===== config.mk =====
export PLATFORM = sky130hd
export DESIGN_NAME = mycpu_div_unit
export DESIGN_NICKNAME = d
export VERILOG_FILES = /design/src/rtl/mycpu_div_unit.sv
export SDC_FILE = /design/constraint.sdc
export NUM_CORES = 1
export LEC_CHECK = 0
export CAP_MARGIN = 30
export CELL_PAD_IN_SITES_DETAIL_PLACEMENT = 1
export CELL_PAD_IN_SITES_GLOBAL_PLACEMENT = 1
export CORE_MARGIN = 2
export CORE_UTILIZATION = 25
export CTS_CLUSTER_DIAMETER = 200
export CTS_CLUSTER_SIZE = 10
export DETAILED_ROUTE_END_ITERATION = 7
export PLACE_DENSITY = 0.54
export SLEW_MARGIN = 20
export SYNTH_ARGS = -nofsm -noshare
export SYNTH_HDL_FRONTEND = slang
export SYNTH_SLANG_ARGS = --single-unit

===== constraint.sdc =====
create_clock -name clk -period 4.9 [get_ports clk]
set_input_delay 0.735 -clock clk [delete_from_list [all_inputs] [get_ports clk]]
set_output_delay 0.735 -clock clk [all_outputs]
set_load 0.01 [all_outputs]

===== src/rtl/mycpu_div_unit.sv =====
// rtl/mycpu_div_unit.sv - iterative radix-2 restoring divider with AXI-stream-like operand/result channels
module mycpu_div_unit #(
    parameter int SIGNED = 1,
    parameter int WIDTH  = 32
) (
    input  logic               clk,
    input  logic               resetn,
    input  logic [WIDTH-1:0]   s_axis_dividend_tdata,
    input  logic               s_axis_dividend_tvalid,
    output logic               s_axis_dividend_tready,
    input  logic [WIDTH-1:0]   s_axis_divisor_tdata,
    input  logic               s_axis_divisor_tvalid,
    output logic               s_axis_divisor_tready,
    output logic [2*WIDTH-1:0] m_axis_dout_tdata,
    output logic               m_axis_dout_tvalid
);
    localparam int CW = (WIDTH > 1) ? $clog2(WIDTH) : 1;
    localparam logic [1:0] S_IDLE = 2'd0;
    localparam logic [1:0] S_CALC = 2'd1;
    localparam logic [1:0] S_DONE = 2'd2;

    logic [1:0]         state;
    logic [WIDTH-1:0]   dvd_q, dvs_q;
    logic               dvd_full, dvs_full;
    logic [WIDTH-1:0]   rem, quo, dvs_mag;
    logic               q_neg, r_neg, dvs_zero;
    logic [CW-1:0]      count;

    logic               dvd_hs, dvs_hs, start;
    logic [WIDTH-1:0]   dvd_op, dvs_op, dvd_abs, dvs_abs;
    logic               dvd_neg, dvs_neg;
    logic [WIDTH:0]     shifted, diff;
    logic               keep;
    logic [WIDTH-1:0]   rem_nx, quo_nx, q_fin, r_fin;

    assign s_axis_dividend_tready = (state == S_IDLE) & ~dvd_full & resetn;
    assign s_axis_divisor_tready  = (state == S_IDLE) & ~dvs_full & resetn;
    assign m_axis_dout_tvalid     = (state == S_DONE);

    assign dvd_hs = s_axis_dividend_tvalid & s_axis_dividend_tready;
    assign dvs_hs = s_axis_divisor_tvalid & s_axis_divisor_tready;
    // Operands handshaken on the starting edge bypass the holding registers.
    assign dvd_op = dvd_hs ? s_axis_dividend_tdata : dvd_q;
    assign dvs_op = dvs_hs ? s_axis_divisor_tdata : dvs_q;
    assign start  = (state == S_IDLE) & (dvd_full | dvd_hs) & (dvs_full | dvs_hs);

    assign dvd_neg = (SIGNED != 0) && dvd_op[WIDTH-1];
    assign dvs_neg = (SIGNED != 0) && dvs_op[WIDTH-1];
    assign dvd_abs = dvd_neg ? -dvd_op : dvd_op;
    assign dvs_abs = dvs_neg ? -dvs_op : dvs_op;

    // Partial remainder is WIDTH+1 bits so the borrow bit marks a failed trial subtract.
    assign shifted = {rem, quo[WIDTH-1]};
    assign diff    = shifted - {1'b0, dvs_mag};
    assign keep    = ~diff[WIDTH];
    assign rem_nx  = keep ? diff[WIDTH-1:0] : shifted[WIDTH-1:0];
    assign quo_nx  = {quo[WIDTH-2:0], keep};

    // Divide-by-zero keeps the all-ones quotient; negating |dividend| restores the dividend.
    assign q_fin = (q_neg & ~dvs_zero) ? -quo_nx : quo_nx;
    assign r_fin = r_neg ? -rem_nx : rem_nx;

    always_ff @(posedge clk) begin
        if (!resetn) begin
            state             <= S_IDLE;
            dvd_q             <= '0;
            dvs_q             <= '0;
            dvd_full          <= 1'b0;
            dvs_full          <= 1'b0;
            rem               <= '0;
            quo               <= '0;
            dvs_mag           <= '0;
            q_neg             <= 1'b0;
            r_neg             <= 1'b0;
            dvs_zero          <= 1'b0;
            count             <= '0;
            m_axis_dout_tdata <= '0;
        end else begin
            case (state)
                S_IDLE: begin
                    if (dvd_hs) begin
                        dvd_q    <= s_axis_dividend_tdata;
                        dvd_full <= 1'b1;
                    end
                    if (dvs_hs) begin
                        dvs_q    <= s_axis_divisor_tdata;
                        dvs_full <= 1'b1;
                    end
                    if (start) begin
                        state    <= S_CALC;
                        dvd_full <= 1'b0;
                        dvs_full <= 1'b0;
                        rem      <= '0;
                        quo      <= dvd_abs;
                        dvs_mag  <= dvs_abs;
                        q_neg    <= dvd_neg ^ dvs_neg;
                        r_neg    <= dvd_neg;
                        dvs_zero <= (dvs_op == '0);
                        count    <= '0;
                    end
                end
                S_CALC: begin
                    rem   <= rem_nx;
                    quo   <= quo_nx;
                    count <= count + CW'(1);
                    if (count == CW'(WIDTH - 1)) begin
                        state             <= S_DONE;
                        m_axis_dout_tdata <= {q_fin, r_fin};
                    end
                end
                S_DONE:  state <= S_IDLE;
                default: state <= S_IDLE;
            endcase
        end
    end
endmodule

==> flow_summary.ini <==
[detailed_routing]
drt-pass1-iter-count = 5
vias_per_cell = 5.08
route.vias.total = 13500
wl_per_cell_um = 19.8
wirelength_um = 52600
first_iter_violations = 753
postRouteAntennaNets = 0
drc = 0

[sta]
grt_setup_unrepaired = no
min_period_ns = 4.35
setup_slack_ns = 0.551
clock.fmax_ghz = 0.230
tns_ns = 0
relSlewSlack_pct = 40.3
maxSlewViolCount = 0
tightest_slew_ns = 0.893
timing.final.crit_share_pct = 88.8
finClkSkew_ns = 0.0134
setup_viol = 0
hold_violations = 0

[die]
io-pin-count = 135
initial_core_util_pct = 25.3
dieWidth_um = 243
die_y_um = 243
dieArea_um2 = 59100
core_area_um2 = 56500
num_rows = 87

[yosys]
syn_inst = 1823
synth_area_um2 = 14300
syn_area_per_cell_um2 = 7.84
yosys_warnings = 0
ys_ff_latch = 236
netlist-cell-type-count = 99
yosys-top-cells-area = dfxtp_1, a21oi_1, nor2_1, mux2i_1, xnor2_1
ys.flop_type = dfxtp_1
synth_edf_count = 0
seq_area_frac_synth_pct = 33.1
synth_top_area_cell = dfxtp_1
synthArstFlopShare_pct = 0
synth_top_area_share_pct = 33.1
syn-num-nets = 1930

[power]
clock_power_share_pct = 20.4
p_comb_share_pct = 55.0
power.density_nw_per_um2 = 523
p_int_mw = 4.86
p_sw_mw = 4.09
seqPwrFrac_pct = 24.6
ir_drop_v = 0.000339
leakage_nw = 6.08
p_sw_share_pct = 45.7

[place]
gp_congestion = 0.846
port_buffers = 134
dp_hpwl_um = 39800
post-place-ws_ns = 0.467

[run]
maxCapViolCount = 0

[clocking]
ctsHtreeMaxLevel = 1
cts.clk_slew.worst_paths_ns = 0.05
numCtsBuffers = 27
cts-resized-gates = 0
clock_latency_ns = 0.56
cts_tree = built
cts_hold_buf = 0
cts_sinks = 236
cts_buffer_depth = 3
post_cts_buffers = 0
cts-root-buf = clkbuf_16

[cells_and_area]
final_cell_mix = nor2_1, dfxtp_1, a21oi_1, nand2_1, clkdlybuf4s50_1
layout_commonest_cell = nor2_1
fin_util_pct = 30.3
nNetsFinal = 2007
antennaDiodeCount = 0
syn2layout_area_growth_pct = 19.7
layout-drive-gt1-share_pct = 6.42
fillerInstances = 6739

[critical_path]
slowest_delay_ns = 0.41
cp.arrival_ns = 4.84
crit_fanout = 47
slowest_stage = fa_1
crit_type = reg2reg
start_kind = flip-flop
worstPathRequired_ns = 5.39
end_kind = flip-flop
cp_cell_sequence = inv_1 > ha_1 > inv_1 > fa_1 > a211o_1 > a21o_1 > nand4_1 > a21oi_1 > o211a_4 > inv_2 > buf_12 > ha_1 > nor3b_1 > buf_4 > nand4_1 > nor2b_1 > a31oi_1 > xor2_1 > nand2_1 > a21oi_1

[global_route]
grt_pass1_wl_um = 82300
grt.overflow.total = 0
grt_usage_pct = 17.5
grt_pass1_vias = 13600
grt_max_degree = 83
antenna_found_initial = 2

[status]
status = finished, final reports clean

[worst_hold_path]
hp-class = reg2reg
-- worst paths after layout --
check | cells past startpoint | startpoint | end | slack [ns]
worst max register to register | 20 | quo[31] | m_axis_dout_tdata[62] | 0.55
worst min register to register | 2 | m_axis_dout_tdata[4] | m_axis_dout_tdata[4] | 0.45
worst max-delay path | 20 | quo[31] | m_axis_dout_tdata[62] | 0.55
worst min-delay path | 2 | m_axis_dout_tdata[4] | m_axis_dout_tdata[4] | 0.45
-- area by class of cell --
cell class | count | area, um^2 | share of cell area, %
clock buffer | 27 | 676 | 3.95
tap | 756 | 946 | 5.53
inverter | 52 | 200 | 1.17
timing repair buffer | 170 | 1620 | 9.48
sequential | 236 | 4720 | 27.6
clock inverter | 2 | 38.8 | 0.227
multi-input combinational | 1413 | 8910 | 52.0
-- sequential cells by signal (all words and copies together), names as in the netlist, 2 cells and up --
| register | count |
|---|---|
| quo | 32 |
| state | 2 |
| m_axis_dout_tdata | 64 |
| count | 5 |
| dvs_mag | 32 |
| rem | 32 |
| dvs_q | 32 |
| dvd_q | 32 |
-- kinds of logic after synthesis --
family / synth area share [%]
xor+xnor: 7.23
fa+ha+maj: 3.47
flops: 33.1
simple gates: 21.5
buf+inv: 4.95
compound gates: 23.0
mux: 6.77
-- Yosys cell counts, types with 11 or more instances --
cell and n:
o211ai_1 12, nand2_1 140, nor4_1 17, a31oi_1 47, nand3_1 38, xor2_1 51
nor2_1 257, nor3_1 61, o31ai_1 14, a21oi_1 199, mux2i_1 91, a211oi_1 31
and3_1 15, or3_1 28, nand4_1 13, inv_1 49, xnor2_1 67, o21ai_0 67
o21a_1 11, clkbuf_1 86, nand2b_1 11, buf_2 24, dfxtp_1 236, a22oi_1 27
ha_1 38, a21o_1 16
-- critical path: cells and delay by family, from the launching register on --
| kind | cells | cell delay (ns) |
|---|---|---|
| xor+xnor | 1 | 0.19 |
| flops | 1 | 0.37 |
| fa+ha+maj | 3 | 0.80 |
| compound gates | 6 | 1.34 |
| buf+inv | 5 | 0.69 |
| simple gates | 5 | 0.88 |
-- power groups by stage --
stage          Sequential, mW  Clock [mW]  Combinational (mW)
2_1_floorplan            2.17           0                3.56
3_3_place_gp             2.23           0                4.87
3_5_place_dp             2.24           0                4.92
4_1_cts                  2.19        1.91                4.94
5_1_grt                  2.21        1.98                5.45
6_report                 2.20        1.83                4.93
-- stage by stage --
step / hold slack (ns) / power (mW) / instances / instance area [um^2]
final: 0.450 / 8.95 / 2656 / 17100
after detailed placement: 0.447 / 7.16 / 2626 / 16400
after global routing: 0.467 / 9.64 / 2656 / 17100
after global placement: 0.447 / 7.10 / 2626 / 16400
after floorplan: 0.448 / 5.73 / 1823 / 14300
after CTS: 0.454 / 9.04 / 2655 / 17100
-- metal layers --
metal	wire length [um]	GRT usage (%)	up-vias
li1	-	-	6689
met1	27700	26.2	6550
met2	22500	27.0	206
met3	1970	2.18	39
met4	517	2.58	2
met5	10	0	-
No activity file was read; power rests on OpenSTA's default activity.
